<file path="src/rtl/csc.sv">
// Three-stage colour-space converter (RGB->YUV, YUV->RGB, pass-through) on the 27-bit pixel bus.
// Build option: define CSC_ROUND_EN for round-to-nearest (rc = 128); otherwise rc = 0 (floor).
module csc (
    input  logic        clk,
    input  logic        rst_n,
    input  logic [1:0]  Mode,
    input  logic [26:0] DPi,
    output logic [26:0] DPo
);

`ifdef CSC_ROUND_EN
    localparam logic signed [19:0] RC = 20'sd128;
`else
    localparam logic signed [19:0] RC = 20'sd0;
`endif

    // Stage 1: input capture
    logic [2:0]  s1_flags_q;
    logic [23:0] s1_pix_q;
    logic [1:0]  s1_mode_q;

    always_ff @(posedge clk) begin
        if (!rst_n) begin
            s1_flags_q <= '0;
            s1_pix_q   <= '0;
            s1_mode_q  <= '0;
        end else begin
            s1_flags_q <= DPi[26:24];
            s1_pix_q   <= DPi[23:0];
            s1_mode_q  <= Mode;
        end
    end

    // Stage 2: products and sums; the per-channel offset travels as a base term
    logic signed [19:0] c0, c1, c2, u, v;
    logic signed [19:0] s2_prod_d [3];
    logic signed [19:0] s2_base_d [3];
    logic signed [19:0] s2_prod_q [3];
    logic signed [19:0] s2_base_q [3];
    logic [2:0]         s2_flags_q;

    assign c0 = $signed({12'd0, s1_pix_q[23:16]});
    assign c1 = $signed({12'd0, s1_pix_q[15:8]});
    assign c2 = $signed({12'd0, s1_pix_q[7:0]});
    assign u  = c1 - 20'sd128;
    assign v  = c2 - 20'sd128;

    always_comb begin
        for (int i = 0; i < 3; i++) begin
            s2_prod_d[i] = '0;
            s2_base_d[i] = '0;
        end
        case (s1_mode_q)
            2'b00: begin
                s2_prod_d[0] = 20'sd77 * c0 + 20'sd150 * c1 + 20'sd29 * c2;
                s2_prod_d[1] = -20'sd43 * c0 - 20'sd85 * c1 + 20'sd128 * c2;
                s2_prod_d[2] = 20'sd128 * c0 - 20'sd107 * c1 - 20'sd21 * c2;
                s2_base_d[1] = 20'sd128;
                s2_base_d[2] = 20'sd128;
            end
            2'b01: begin
                s2_prod_d[0] = 20'sd359 * v;
                s2_prod_d[1] = -20'sd88 * u - 20'sd183 * v;
                s2_prod_d[2] = 20'sd454 * u;
                s2_base_d[0] = c0;
                s2_base_d[1] = c0;
                s2_base_d[2] = c0;
            end
            default: begin
                // Zero product shifts to zero for either rc, so the base carries the pixel unchanged
                s2_base_d[0] = c0;
                s2_base_d[1] = c1;
                s2_base_d[2] = c2;
            end
        endcase
    end

    always_ff @(posedge clk) begin
        if (!rst_n) begin
            s2_flags_q <= '0;
            for (int i = 0; i < 3; i++) begin
                s2_prod_q[i] <= '0;
                s2_base_q[i] <= '0;
            end
        end else begin
            s2_flags_q <= s1_flags_q;
            for (int i = 0; i < 3; i++) begin
                s2_prod_q[i] <= s2_prod_d[i];
                s2_base_q[i] <= s2_base_d[i];
            end
        end
    end

    // Stage 3: round, shift, offset and clamp
    logic [7:0]  chan [3];
    logic [26:0] dpo_d, dpo_q;

    genvar gi;
    generate
        for (gi = 0; gi < 3; gi++) begin : g_chan
            logic signed [19:0] sum;
            assign sum = ((s2_prod_q[gi] + RC) >>> 8) + s2_base_q[gi];
            assign chan[gi] = (sum < 20'sd0)   ? 8'h00 :
                              (sum > 20'sd255) ? 8'hFF : sum[7:0];
        end
    endgenerate

    assign dpo_d = {s2_flags_q, chan[0], chan[1], chan[2]};

    always_ff @(posedge clk) begin
        if (!rst_n) begin
            dpo_q <= '0;
        end else begin
            dpo_q <= dpo_d;
        end
    end

    assign DPo = dpo_q;

endmodule

</file>
<file path="config.mk">
export PLATFORM = sky130hd
export DESIGN_NAME = csc
export DESIGN_NICKNAME = d
export VERILOG_FILES = /design/src/rtl/csc.sv
export SDC_FILE = /design/constraint.sdc
export NUM_CORES = 1
export LEC_CHECK = 0
export BUFFER_PORTS_ARGS = -buffer_cell sky130_fd_sc_hd__buf_2
export CAP_MARGIN = 30
export CORE_MARGIN = 2
export CORE_UTILIZATION = 41
export DETAILED_ROUTE_END_ITERATION = 8
export SLEW_MARGIN = 10
export SYNTH_ARGS = -nofsm -noshare
export SYNTH_HDL_FRONTEND = slang
export SYNTH_SLANG_ARGS = --single-unit
</file>
<file path="constraint.sdc">
create_clock -name clk -period 6.3 [get_ports clk]
set_input_delay 1.26 -clock clk [delete_from_list [all_inputs] [get_ports clk]]
set_output_delay 1.26 -clock clk [all_outputs]
set_load 0.05 [all_outputs]
</file>
; ---- After elaboration in Yosys (flattened, before gate mapping)
; Memory sizes are Yosys's and may differ from the RTL's.
; Cells that the tools add are included.
[word_totals]
wordCells = 65
regBits = 59
in_bits = 31
output_inout_bits = 27
ram_bits = 120
memories = 2
[memory_table]
columns = name, depth, width, read_ports, rd_clocked_by_memory_dff, write_ports, line
row1 = s2_base_q, 3, 20, 3, 0, 3, 39  ; logic signed [19:0] s2_base_q [3];
row2 = s2_prod_q, 3, 20, 3, 0, 3, 38  ; logic signed [19:0] s2_prod_q [3];
[classes]
mul = 11
add_sub_neg = 12
n_eq_ne = 1
bitwise = 7
magnitude_cmp = 6
n_mux = 14
n_reduce_logical = 4
[op_table]
columns = op, n
row1 = 20-bit two-way mux, 6
row2 = 60-bit one-hot mux with 2 select lines, 1
row3 = 12-bit by 20-bit adder with 20-bit output, 3
row4 = 20-bit by 9-bit > comparator with 1-bit output (second input constant), 3
row5 = 20-bit by 1-bit < comparator with 1-bit output (second input constant), 3
row6 = 7-bit by 8-bit multiplier with 15-bit output (first input constant), 4
row7 = 28-bit one-hot mux with 2 select lines, 1
row8 = 9-bit by 9-bit multiplier with 18-bit output (first input constant), 2
row9 = 8-bit two-way mux, 4
row10 = 5-bit by 8-bit multiplier with 13-bit output (first input constant), 2
row11 = 10-bit by 9-bit multiplier with 19-bit output (first input constant), 1
row12 = 17-bit by 18-bit subtractor with 19-bit output, 1
row13 = 17-bit by 13-bit adder with 18-bit output, 1
row14 = 17-bit by 16-bit adder with 18-bit output, 1
row15 = 8-bit by 8-bit subtractor with 9-bit output (second input constant), 2
row16 = 15-bit by 16-bit adder with 17-bit output, 1
row17 = 16-bit by 14-bit subtractor with 17-bit output, 1
row18 = 16-bit by 16-bit subtractor with 17-bit output, 1
row19 = 7-bit by 9-bit multiplier with 16-bit output (first input constant), 1
row20 = 15-bit by 15-bit subtractor with 16-bit output, 1
row21 = 5-bit by 9-bit multiplier with 14-bit output (first input constant), 1
row22 = 1-bit OR, 6
row23 = 2-bit OR reduction, 3
row24 = 2-bit by 1-bit equality test with 1-bit output (second input constant), 1
row25 = other kinds (3), 4

; ---- Longest topological paths before layout
[depth]
ltp_word = 5
mapped_depth = 28
depth_no_buf = 28

; ---- Least setup slack after synthesis
; Ideal clock, no wire load.
[synth_timing]
path_type = flip-flop to flip-flop
from = register s1_pix_q[9]
to = memory s2_prod_q[1][15], in the netlist s2_prod_q[0][35]
setup_time_ps = 71
path_stages_with_launch = 26
t_arrival_ps = 6590
period_less_slack_ps = 6660
setup_slack_ps = -360
t_required_ps = 6229
path_buffers = 0
path_cell_list = dfxtp_1 -> inv_1 -> ha_1 -> inv_1 -> fa_1 -> fa_1 -> ha_1 -> ha_1 -> a21boi_0 -> o21ai_0 -> a21oi_1 -> nand2b_1 -> ha_1 -> inv_1 -> fa_1 -> fa_1 -> fa_1 -> inv_1 -> ha_1 -> a21oi_1 -> and4b_1 -> or3_1 -> nand3_1 -> a21oi_1 -> or3_1 -> a21oi_1
[synth_lines]
columns = element, line
row1 = "start, declared", 19  ; logic [23:0] s1_pix_q;
row2 = "start signal, assigned", 29  ; s1_pix_q <= DPi[23:0];
row3 = "end, declared", 38

==> summary.txt <==
Critical path
  – CP top delay family: adder cells
  – CP dominant cell by count: fa_1
  – Crit path max fanout: 4
  – Critical Path RT: about 6.6 ns
  – WP data arrival: around 6.6 ns
  – Slowest stage cell, crit path: fa_1
  – Bufs and invs on worst path: 4
  – CP startpoint kind: register
  – CP max stage delay: roughly 0.54 ns
  – Critical Path Sink Type: register
  – Critical setup path kind: reg2reg

Power
  – Lkg Pwr: about 0.010 uW
  – Worst IR Drop VDD: between 0.3 and 0.4 mV
  – P per Cell Area: approximately 460 mW/mm^2
  – Switch share: 0.5083
  – Combinational share of power: 0.783
  – Seq pwr share: 0.103
  – Clock power frac: 0.114
  – Internal: 4564 uW
  – P_sw: around 4700 uW
  – Total chip power: 9283 uW

Placement
  – Hpwl dp: 41000 microns
  – Placed instance area: around 0.019 sq mm
  – IO buf count: 57
  – Place WS: -0.1618 ns
  – GPL Wtd Cong: roughly 0.96

Clock tree
  – CTS tree: done
  – Clk Latency, worst-skew pair: 0.43 ns
  – Sink Count: roughly 120
  – # hold bufs at CTS: 0
  – Root Driver: clkbuf_16
  – H-tree levels: 4
  – Maximum clock path buffer count: 2
  – Total CTS buffers: 17
  – Clk pin slew, worst setup/hold paths: about 0.06 ns

Logic synthesis
  – Most used DFF post-synth: dfxtp_1
  – Register area share after synthesis: 0.1321
  – Synthesized area: roughly 0.018 sq mm
  – Synth Register Bits: around 120
  – Mean post-synth cell area: 9.298 sq um
  – EDFF count, synth: 0
  – Synth unique cells: 77
  – Asr flop ratio synth: 0
  – Post-Syn Instances: between 1500 and 2000
  – Mapped Nets: around 2500
  – Total number of yosys warnings: 0

Floorplanning
  – DIE WIDTH: 211.1 microns
  – Rows: 75
  – Die height: 211.1 microns
  – Initial Utilization: 0.4173
  – Die footprint: around 0.045 sq mm
  – I/O pins: 58
  – CORE AREA: 0.04213 sq mm

GRT
  – Initial antenna violation count: 1
  – First-pass GRT wire length: ~74000 microns
  – Largest net degree at the start of global routing: 58
  – Number of global-route vias before repair: roughly 14000
  – Gr usage total: 0.2202
  – Grt total ovfl: 0

Cells and area
  – Fin area: roughly 0.02 sq mm
  – Area growth, synth to finish: 14.70%
  – Post-layout nets: 2666
  – Layout cells sized above 1: 0.1324
  – Register Area: roughly 0.0023 sq mm
  – Filler Cell Count: 3930
  – Area occupied by multi-input gates: about 0.014 sq mm
  – # diodes: 0

Timing
  – Slew Viols, Final: 0
  – Worst slew margin: 0.4448
  – Final period utilization: 1.005
  – Final min period: 6.332 ns
  – Slew @ Worst Pin: 0.8309 ns
  – Hold Vio Cnt, Final: 0
  – Layout Skew: roughly 0.0093 ns
  – Fmax: 157.9 MHz
  – Setup ws final: -0.03226 ns
  – RSZ-0062 raised after global routing: true
  – Endpoints failing setup: 2

Drt
  – Drt wl/cell: 18.58 microns
  – DRC: 0
  – Final WL: around 48000 microns
  – Via count: 13430
  – Antenna-violating nets left: 0
  – First-pass DRT Iterations: 5
  – Drt initial violations: roughly 650
  – DR vias/cell: about 5.2

Flow run
  – Max-cap viol count: 0

Outcome
  – Status: finished with violations
  – Violated checks: setup timing

Worst hold path
  – Min-Delay Path Class: reg2reg
## synth_stat cells, types with 7 or more instances
cell type	n	area (sq um)
a21o_1	25	187.7
nor3_1	24	120.1
o22ai_1	11	68.82
nand2b_1	18	112.6
a31oi_1	7	43.79
nand2_1	69	259.0
nand3_1	20	100.1
clkbuf_1	15	56.30
nor2b_1	14	87.58
or2_2	9	56.30
inv_1	408	1531
dfxtp_1	116	2322
o21ai_0	42	210.2
a211oi_1	11	82.58
o21a_1	24	180.2
a21oi_1	100	500.5
o211ai_1	7	52.55
fa_1	182	3643
or3_1	13	81.33
ha_1	419	5243
nor2_1	62	232.7
and2_1	49	306.5
o21bai_1	17	127.6
xnor2_1	58	508.0
a21boi_0	21	157.7
xor2_1	45	394.1
## state kept, by name (all words and copies together) (netlist names)
name and cells:
s2_flags_q 3, s2_prod_q 33, s1_mode_q 2, s1_flags_q 3
DPo 27, s2_base_q 24, s1_pix_q 24
## worst reg2reg max path, stage by stage, from the launching register on
cell and delay, ns:
dfxtp_4 0.36, inv_4 0.04, ha_4 0.27, inv_4 0.04, fa_1 0.54, fa_1 0.47, ha_4 0.17, a21o_1 0.18
ha_4 0.24, a21oi_2 0.15, nor2_2 0.06, a311oi_2 0.26, xor2_1 0.20, ha_1 0.27, fa_1 0.51, inv_1 0.06
fa_1 0.52, inv_1 0.05, fa_1 0.49, ha_4 0.29, nand3_2 0.05, or3_4 0.41, nand3_4 0.10, a41oi_2 0.13
xor2_1 0.20, o22ai_1 0.11
## layout make-up
type,count,share of cell area
Clock inverter,15,0.01086
Inverter,408,0.07638
Tap cell,539,0.03344
Sequential cell,116,0.1160
Multi-Input combinational cell,1348,0.6958
Clock buffer,17,0.02110
Timing Repair Buffer,143,0.04635
## stage by stage
stage                     setup TNS [ns]    util  hold WS [ns]  instances
after floorplan                -0.009456       -        0.4119       1891
after global placement           -0.2082  0.4540        0.4128       2549
after detailed placement         -0.7960  0.4540        0.4195       2549
after CTS                       -0.03352  0.4713        0.4417       2584
after global routing              -1.213  0.4786        0.4580       2586
final                           -0.05745  0.4786        0.4368       2586
## per-layer routing
layer,track usage,part of all wire,vias to the layer above
met1,0.2869,0.44,6540
met4,0.06969,0.028,0
met3,0.02691,0.048,75
met2,0.3798,0.48,281
met5,0,0,-
li1,-,-,6536
## timing repair
action | 4_1_cts | 5_1_grt
buffers inserted | 3 | 2
gates resized for setup | 9 | 63
setup endpoints to repair | 8 | 18
pin swaps | 12 | 41
## cell families (layout without fill, tap and decap cells)
group / count (synthesis) / after routing / synth area share
adder cells (fa/ha/maj): 601 / 601 / 0.5054
buffers and inverters: 427 / 583 / 0.09123
AO/OA/AOI/OAI: 324 / 324 / 0.1229
AND/OR/NAND/NOR: 313 / 313 / 0.09287
flip-flops: 116 / 116 / 0.1321
XOR/XNOR: 103 / 103 / 0.05131
multiplexers: 7 / 7 / 0.004199
## power groups by stage
stage	Sequential (uW)	Combinational, uW	Clock [uW]
6_report	954	7270	1060
5_1_grt	967	8080	1100
4_1_cts	954	6870	1070
3_5_place_dp	968	6730	0
3_3_place_gp	970	6630	0
2_1_floorplan	1150	4550	0
## final timing paths
| check | startpoint | endpoint | slack (ns) | depth (start not counted) |
|---|---|---|---|---|
| worst max-delay path | s1_pix_q[9]$_SDFF_PN0_ | s2_prod_q[0][37]$_SDFF_PN0_ | -0.03 | 25 |
| worst min-delay path | s2_flags_q[2]$_SDFF_PN0_ | DPo[26]$_SDFF_PN0_ | 0.44 | 1 |
| worst max register to register | s1_pix_q[9]$_SDFF_PN0_ | s2_prod_q[0][37]$_SDFF_PN0_ | -0.03 | 25 |
| worst min register to register | s2_flags_q[2]$_SDFF_PN0_ | DPo[26]$_SDFF_PN0_ | 0.44 | 1 |
## placed cells by master (no fill, tap or decap), types with 24 or more instances in the layout
| cell type | n |
|---|---|
| a21o_1 | 25 |
| a21oi_1 | 94 |
| and2_1 | 49 |
| buf_2 | 57 |
| buf_4 | 85 |
| dfxtp_1 | 108 |
| fa_1 | 182 |
| ha_1 | 401 |
| inv_1 | 400 |
| nand2_1 | 67 |
| nor2_1 | 61 |
| o21a_1 | 24 |
| o21ai_0 | 34 |
| xnor2_1 | 55 |
| xor2_1 | 45 |
(Power assumes the default switching activity.)
